$ cat src/rtl/div_mant_seq_pkg.sv
// Shared types and constants for the sequential mantissa divider.
// Build option: DIV_MANT_APPROX_EN (see div_mant_seq).
package div_mant_pkg;

    localparam int MANT_W = 23;
    localparam int SIG_W  = 24;
    localparam int Q_W    = 26;

    typedef enum logic [1:0] {
        IDLE,
        CALC,
        RND,
        DONE
    } state_t;

    localparam logic [1:0] EXC_NONE   = 2'b00;
    localparam logic [1:0] EXC_DIV0   = 2'b01;
    localparam logic [1:0] EXC_DENORM = 2'b10;

    // Hidden bit is 1 whenever the exponent field is non-zero.
    function automatic logic [SIG_W-1:0] significand(input logic [30:0] operand);
        return {|operand[30:23], operand[22:0]};
    endfunction

endpackage

$ cat src/rtl/div_mant_seq_if.sv
// Operand/result handshake bundle for div_mant_seq.
// master = operand producer / result consumer, slave = the divider.
interface div_mant_seq_if;
    import div_mant_pkg::*;

    logic              in_valid;
    logic              in_ready;
    logic [30:0]       a_operand;
    logic [30:0]       b_operand;
    logic              out_valid;
    logic              out_ready;
    logic              normalised;
    logic [MANT_W-1:0] quotient_mantissa;
    logic [1:0]        exc;

    modport master (
        output in_valid, a_operand, b_operand, out_ready,
        input  in_ready, out_valid, normalised, quotient_mantissa, exc
    );

    modport slave (
        input  in_valid, a_operand, b_operand, out_ready,
        output in_ready, out_valid, normalised, quotient_mantissa, exc
    );

endinterface

$ cat src/rtl/div_mant_seq_round.sv
// Single-position normalise plus round-half-up of the raw 26-bit quotient.
// The 23-bit sum wraps on carry-out, the same as the mantissa multiplier.
module div_mant_round
    import div_mant_pkg::*;
(
    input  logic [Q_W-1:0]    q,
    output logic              normalised,
    output logic [MANT_W-1:0] mantissa
);

    // Pick the mantissa window from the integer bit, then add the guard bit.
    always_comb begin
        normalised = q[Q_W-1];
        if (q[Q_W-1]) begin
            mantissa = q[24:2] + MANT_W'(q[1]);
        end else begin
            mantissa = q[23:1] + MANT_W'(q[0]);
        end
    end

endmodule

$ cat src/rtl/div_mant_seq.sv
// Iterative restoring mantissa divider, one quotient bit per cycle.
// Build option: DIV_MANT_APPROX_EN limits CALC to APPROX_QBITS quotient bits;
// the default build computes all 26 bits exactly.
module div_mant_seq
    import div_mant_pkg::*;
#(
    parameter int APPROX_QBITS = 14
) (
    input  logic          clk,
    input  logic          rst,
    div_mant_seq_if.slave bus
);

`ifdef DIV_MANT_APPROX_EN
    localparam int ITERS = APPROX_QBITS;
`else
    // APPROX_QBITS has no effect in the exact build.
    localparam int ITERS = Q_W + 0 * APPROX_QBITS;
`endif
    localparam logic [4:0] LAST_CNT = 5'(Q_W - ITERS);

    state_t            state;
    logic [Q_W-1:0]    rem_r;
    logic [Q_W-1:0]    q_r;
    logic [4:0]        cnt;
    logic [SIG_W-1:0]  sb_r;
    logic [1:0]        fast_exc;
    logic              out_valid_r;
    logic              norm_r;
    logic [MANT_W-1:0] mant_r;
    logic [1:0]        exc_r;

    logic [SIG_W-1:0]  sa_in;
    logic [SIG_W-1:0]  sb_in;
    logic [Q_W-1:0]    sb_ext;
    logic              rnd_norm;
    logic [MANT_W-1:0] rnd_mant;

    assign sa_in  = significand(bus.a_operand);
    assign sb_in  = significand(bus.b_operand);
    assign sb_ext = {2'b00, sb_r};

    assign bus.in_ready          = (state == IDLE) && !rst;
    assign bus.out_valid         = out_valid_r;
    assign bus.normalised        = norm_r;
    assign bus.quotient_mantissa = mant_r;
    assign bus.exc               = exc_r;

    div_mant_round u_round (
        .q          (q_r),
        .normalised (rnd_norm),
        .mantissa   (rnd_mant)
    );

    // Control FSM and datapath; exception cases skip CALC and are published
    // from RND so they appear one edge after the accept.
    always_ff @(posedge clk) begin
        if (rst) begin
            state       <= IDLE;
            rem_r       <= '0;
            q_r         <= '0;
            cnt         <= '0;
            sb_r        <= '0;
            fast_exc    <= EXC_NONE;
            out_valid_r <= 1'b0;
            norm_r      <= 1'b0;
            mant_r      <= '0;
            exc_r       <= EXC_NONE;
        end else begin
            case (state)
                IDLE: begin
                    if (bus.in_valid) begin
                        sb_r  <= sb_in;
                        rem_r <= {2'b00, sa_in};
                        q_r   <= '0;
                        cnt   <= 5'd25;
                        if (sb_in == '0) begin
                            fast_exc <= EXC_DIV0;
                            state    <= RND;
                        end else if (!sb_in[SIG_W-1]) begin
                            fast_exc <= EXC_DENORM;
                            state    <= RND;
                        end else begin
                            fast_exc <= EXC_NONE;
                            state    <= CALC;
                        end
                    end
                end
                CALC: begin
                    if (rem_r >= sb_ext) begin
                        q_r[cnt] <= 1'b1;
                        rem_r    <= (rem_r - sb_ext) << 1;
                    end else begin
                        rem_r    <= rem_r << 1;
                    end
                    cnt <= cnt - 5'd1;
                    if (cnt == LAST_CNT) begin
                        state <= RND;
                    end
                end
                RND: begin
                    out_valid_r <= 1'b1;
                    exc_r       <= fast_exc;
                    case (fast_exc)
                        EXC_DIV0: begin
                            norm_r <= 1'b0;
                            mant_r <= '0;
                        end
                        EXC_DENORM: begin
                            norm_r <= 1'b1;
                            mant_r <= '1;
                        end
                        default: begin
                            norm_r <= rnd_norm;
                            mant_r <= rnd_mant;
                        end
                    endcase
                    state <= DONE;
                end
                DONE: begin
                    if (bus.out_ready) begin
                        out_valid_r <= 1'b0;
                        state       <= IDLE;
                    end
                end
                default: state <= IDLE;
            endcase
        end
    end

endmodule
$ cat src/flat_wrapper.sv
// flat-port wrapper written by rule: the top's interface ports become plain ports
module div_mant_seq_flat import div_mant_pkg::*;
#(
    parameter int APPROX_QBITS = 14
)
  (clk, rst, bus_in_valid, bus_a_operand, bus_b_operand, bus_out_ready, bus_in_ready, bus_out_valid, bus_normalised, bus_quotient_mantissa, bus_exc);
  div_mant_seq_if bus_i ();
  input  logic clk;
  input  logic rst;
  input wire logic [$bits(bus_i.in_valid)-1:0] bus_in_valid;
  input wire logic [$bits(bus_i.a_operand)-1:0] bus_a_operand;
  input wire logic [$bits(bus_i.b_operand)-1:0] bus_b_operand;
  input wire logic [$bits(bus_i.out_ready)-1:0] bus_out_ready;
  output wire logic [$bits(bus_i.in_ready)-1:0] bus_in_ready;
  output wire logic [$bits(bus_i.out_valid)-1:0] bus_out_valid;
  output wire logic [$bits(bus_i.normalised)-1:0] bus_normalised;
  output wire logic [$bits(bus_i.quotient_mantissa)-1:0] bus_quotient_mantissa;
  output wire logic [$bits(bus_i.exc)-1:0] bus_exc;
  assign bus_i.in_valid = bus_in_valid;
  assign bus_i.a_operand = bus_a_operand;
  assign bus_i.b_operand = bus_b_operand;
  assign bus_i.out_ready = bus_out_ready;
  assign bus_in_ready = bus_i.in_ready;
  assign bus_out_valid = bus_i.out_valid;
  assign bus_normalised = bus_i.normalised;
  assign bus_quotient_mantissa = bus_i.quotient_mantissa;
  assign bus_exc = bus_i.exc;
  div_mant_seq #(.APPROX_QBITS(APPROX_QBITS)) u_core (.clk(clk), .rst(rst), .bus(bus_i));
endmodule
$ cat config.mk
export PLATFORM = sky130hd
export DESIGN_NAME = div_mant_seq_flat
export DESIGN_NICKNAME = d
export VERILOG_FILES = /design/src/rtl/div_mant_seq_pkg.sv /design/src/rtl/div_mant_seq_if.sv /design/src/rtl/div_mant_seq_round.sv /design/src/rtl/div_mant_seq.sv /design/src/flat_wrapper.sv
export SDC_FILE = /design/constraint.sdc
export NUM_CORES = 1
export LEC_CHECK = 0
export CORE_MARGIN = 1
export CORE_UTILIZATION = 55
export CTS_CLUSTER_SIZE = 16
export DETAILED_ROUTE_END_ITERATION = 8
export PLACE_DENSITY = 0.78
export SLEW_MARGIN = 5
export SYNTH_ARGS = -nofsm -noshare
export SYNTH_HDL_FRONTEND = slang
export SYNTH_SLANG_ARGS = --single-unit
$ cat constraint.sdc
create_clock -name clk -period 7.85 [get_ports clk]
set_clock_uncertainty 0.05 [all_clocks]
set_input_delay 1.1775 -clock clk [delete_from_list [all_inputs] [get_ports clk]]
set_output_delay 1.1775 -clock clk [all_outputs]
set_load 0.02 [all_outputs]
## Word-level counts from Yosys, hierarchy flattened

Cells that the tools add are included.

| cells by class | value |
|---|---|
| muxes and demuxes | 23 |
| reduce and logical (&&, ||, !) cells | 15 |
| $add $sub $neg | 4 |
| equal/unequal tests | 9 |
| bitwise gates (word level) | 1 |
| order comparisons | 3 |

Operators by type and width:

| cell | count |
|---|---|
| 26-bit 2-to-1 mux | 4 |
| 26-bit case mux with 2 select lines | 2 |
| 23-bit by 1-bit adder with 23-bit output | 2 |
| 23-bit case mux with 2 select lines | 1 |
| 26-bit by 24-bit greater-or-equal comparator with 1-bit output | 1 |
| 26-bit bitwise OR | 1 |
| 25-bit by 24-bit subtractor with 25-bit output | 1 |
| 24-bit zero test | 1 |
| 23-bit 2-to-1 mux | 1 |
| 8-bit OR reduction | 2 |
| 2-bit 2-to-1 mux | 7 |
| 5-bit case mux with 2 select lines | 1 |
| 2-bit case mux with 4 select lines | 1 |
| 2-bit equality test (second input constant) | 3 |
| 5-bit by 6-bit < comparator with 1-bit output (second input constant) | 1 |
| 2-bit AND reduction | 3 |
| 3-bit AND reduction | 2 |
| 1-bit demux with 5-bit select | 1 |
| 5-bit by 1-bit greater-or-equal comparator with 1-bit output (second input constant) | 1 |
| 5-bit zero test | 1 |
| 5-bit 2-to-1 mux | 1 |
| 5-bit by 1-bit subtractor with 5-bit output (second input constant) | 1 |
| 2-bit by 1-bit equality test with 1-bit output (second input constant) | 2 |
| 2-bit by 1-bit inequality test with 1-bit output (second input constant) | 2 |
| 7 further kinds | 12 |

| word-level totals | value |
|---|---|
| bits in registers | 112 |
| word-level logic and storage cells | 65 |
| bits of input ports | 66 |
| output and inout port bits | 28 |

## Depth between registers and ports, before layout

| logic depth | value |
|---|---|
| depth in word-level cells | 7 |
| gate-level depth with buffers | 14 |
| mapped depth without buffers | 11 |

## By module

Synthesis repeated with hierarchy kept, for this count alone.

| unflattened totals | value |
|---|---|
| cell total of the unflattened synthesis | 960 |
| area, all modules | 7378.3 µm² |

Modules (own cells, without submodules):

| module | cells an instance | times used | area each (µm²) | sequential area each (µm²) |
|---|---|---|---|---|
| div_mant_seq | 792 | 1 | 6197.2 | 2242.2 |
| div_mant_round | 168 | 1 | 1181.1 | 0.0 |

## Least setup slack after synthesis

Ideal clock, no wire load.

| path | value |
|---|---|
| path kind | input to output |
| start | input port rst |
| end | output port bus_in_ready |
| path buffers | 2 |
| cell stages on the path | 3 |
| setup slack | 4.746 ns |
| data required time | 6.622 ns |
| arrival | 1.876 ns |
| cells stage by stage | clkbuf_1 -> clkbuf_1 -> nor2b_1 |

| on the way | value |
|---|---|
| word-level cells in the longest chain between the ends | 2 |

RTL lines:

| what | line | text |
|---|---|---|
| start, declared | flat_wrapper.sv:9 | `input logic rst;` |
| 1-bit zero test | div_mant_seq.sv:43 | `assign bus.in_ready = (state == IDLE) && !rst;` |
| 1-bit logical AND | div_mant_seq.sv:43 |  |
| end, declared | flat_wrapper.sv:14 | `output wire logic [$bits(bus_i.in_ready)-1:0] bus_in_ready;` |

No other way between the ends.

## Worst setup path after layout

Same ends and word-level chain as after synthesis.

==> results.cfg <==
[critical_path]
path_cells = buf_2 > nor2b_1 > clkdlybuf4s50_1
worstPathMaxFanout = 35
path_delay_family = buffers and inverters
reg2reg_from = u_core.sb_r[15]
worst-r2r-setup-slack_ps = 4460
rr_endpoint = u_core.rem_r[1]
cpPeakStageDelay_ps = 570
reg2reg_depth = 10
worst_setup_path_start_kind = primary input
worstSetupEndpointType = output port
crit_arrival_ps = 2460
crit_type = primary input to output port
path_depth = 3
cp_data_required_time_ps = 6620
cpMaxStageDelayCell = clkdlybuf4s50_1
critPathBufInv = 2
crit_path_start = rst

[cells_and_area]
antenna_cells = 0
final_cells = 1173
final-seq-area_sq_um = 2242
fillers = 1102
utilization = 0.6657
layout.nets = 1101
drive_gt1_frac = 0.03796
area_growth_syn_to_layout_pct = 16.25
multi_input_area_sq_um = 4597

[routing]
routedWlPerCell_um = 16.74
drc = 0
ant_nets = 0
firstDrtPassIters = 5
vias = 7224
drt_iter0_drc = 715
routed_wirelength_um = 19640
viasPerCell = 6.159

[hold_path]
hold_path.startpoint = u_core.sb_r[3]
min_to = u_core.sb_r[3]
hp-class = flop to flop
whs_path_depth = 2

[synth]
syn_inst = 958
synth_edf_count = 0
syn_avg_cell_area_sq_um = 7.635
synth_area_leader_cell = dfxtp_1
yosysMostFrequentCell = nand2_1
synth_cell_types = 67
synth_common_cells = nand2_1 (115), dfxtp_1 (112), nor2_1 (79)
synth_top_flop_cell = dfxtp_1
syn-num-nets = 1063
netlist_area_sq_um = 7315
ys_ff_latch = 112
async_flop_share = 0
synthTopCellsByArea = dfxtp_1 (31%), ha_1 (6.5%), nand2_1 (5.9%)
yosys_warnings = 0
seq_area_frac_synth = 0.3065
netlist.area_leader.share = 0.3065

[pwr]
leakagePower_uw = 0.003136
p_per_area_nw_per_um2 = 407.2
comb_power_share = 0.621
max-vdd-ir-drop_v = 0.0002792
switching_share = 0.4793
power.switching_uw = 1659
pwr-share-seq = 0.244
intPower_uw = 1803
p_clk_frac = 0.135

[sta]
post-route-period-util = 0.4695
grt_setup_unrepaired = false
fmax_mhz = 271.3
setup_ws_ps = 4164
timing.final.max_slew_violations = 0
hold_viol_final = 0
period_minus_slack_ps = 3686
tightest_slew_ps = 1214
setup_violations = 0
max_slew_margin = 0.1905
finalSetupTns_ps = 0

[clock_tree]
postCtsResizedCells = 0
hold_buffers = 0
post-cts-setup-buffers = 0
cts_max_level = 3
clk_pin_slew_ps = 70
clock_path_buffers = 2
cts_tree = done
cts_root_buf = clkbuf_16
clk_latency_ps = 370
cts_inserted_buffers = 9
clock-sinks = 112

[die]
die_w_um = 117.3
fp.dieH_um = 117.3
die_area_sq_um = 13760
core_area_sq_um = 12770
io_pins = 94
core.rowCount = 41
initial_core_util = 0.5726

[placed_design]
dpl.hpwl_um = 14210
io_buffer_count = 93
dp.cells = 1157
gp_congestion = 0.9060
place_ws_ps = 4189

[grt]
grt_pass1_vias = 6513
grt_use_total = 0.2895
grt_overflow = 0
grt_max_degree = 45
antenna_found_initial = 0
grt_pass1_wl_um = 32550

[run_status]
status = completed

[run]
drv_cap = 0
-- power by group through the flow --
| stage | clock network [uW] | registers (uW) | logic, uW |
|---|---|---|---|
| 4_1_cts | 471 | 842 | 2120 |
| 3_5_place_dp | 0 | 853 | 2100 |
| 6_report | 467 | 844 | 2150 |
| 5_1_grt | 494 | 866 | 2370 |
| 3_3_place_gp | 0 | 849 | 2080 |
| 2_1_floorplan | 0 | 870 | 1580 |
-- worst max path at each step --
stage | to | slack (ps)
after floorplan | bus_in_ready | 4750
after global placement | bus_in_ready | 4210
after detailed placement | bus_in_ready | 4190
after CTS | bus_in_ready | 4190
after global routing | bus_in_ready | 4100
final | bus_in_ready | 4160
-- per-layer routing --
metal | share of wire | routed length (um) | up-vias | track usage
met2 | 0.44 | 8544 | 284 | 0.4334
met4 | 0.014 | 274 | 0 | 0.06899
met3 | 0.068 | 1339 | 20 | 0.04961
met5 | 0 | 0 | - | 0
met1 | 0.48 | 9480 | 3366 | 0.4278
li1 | - | - | 3554 | -
-- state kept, by name, indices dropped and copies added (netlist names) --
name	flops
u_core.q_r	26
u_core.rem_r	26
u_core.sb_r	24
u_core.bus.quotient_mantissa	23
u_core.cnt	5
u_core.bus.exc	2
u_core.fast_exc	2
u_core.state	2
u_core.bus.normalised	1
u_core.bus.out_valid	1
-- placed cells by master, fill, tap and decap left out, types with 8 or more instances in the layout --
cell type / netlist / final
nand3_1: 25 / 25
o31ai_1: 8 / 8
dfxtp_1: 112 / 112
xor2_1: 9 / 9
buf_4: 1 / 8
and4_1: 8 / 8
a21o_1: 9 / 9
a21oi_1: 78 / 77
nand2b_1: 13 / 13
a211oi_1: 15 / 15
o211ai_1: 9 / 9
nor3_1: 42 / 42
nor4_1: 8 / 8
and3_1: 11 / 11
a32o_1: 26 / 26
a31oi_1: 24 / 24
and2_1: 14 / 14
mux2i_1: 21 / 21
nor2_1: 79 / 79
nand2_1: 115 / 115
o21ai_0: 43 / 43
clkdlybuf4s50_1: 0 / 92
clkbuf_16: 0 / 9
xnor2_1: 29 / 29
inv_1: 42 / 42
nand4_1: 18 / 18
ha_1: 38 / 38
and2_0: 8 / 8
-- kinds of logic after synthesis --
family / synth area share
AO/OA/AOI/OAI: 0.2455
adder cells (fa/ha/maj): 0.06774
AND/OR/NAND/NOR: 0.2359
flip-flops: 0.3065
buffers and inverters: 0.06551
XOR/XNOR: 0.04550
multiplexers: 0.03336
-- worst min-delay path, delay by kind of cell (launching register included) --
family / cells / cell delay, ps
simple gates: 1 / 50
flops: 1 / 320
compound gates: 1 / 50
-- through the flow --
stage	hold slack [ps]	instance area [sq um]	total power, uW
floorplan	381.8	7315	2453
global placement	393.8	8202	2932
CTS	409.0	8503	3431
finish	408.8	8503	3462
detailed placement	397.0	8202	2958
global route	424.2	8503	3728
-- cell type report --
type                       instances  share of cell area
multi-input combinational        729              0.5406
sequential                       112              0.2637
timing repair buffer             101              0.1160
clock buffer                       9             0.02649
tap                              172             0.02531
inverter                          43             0.01898
clock inverter                     7            0.008976
(Power assumes the default switching activity.)
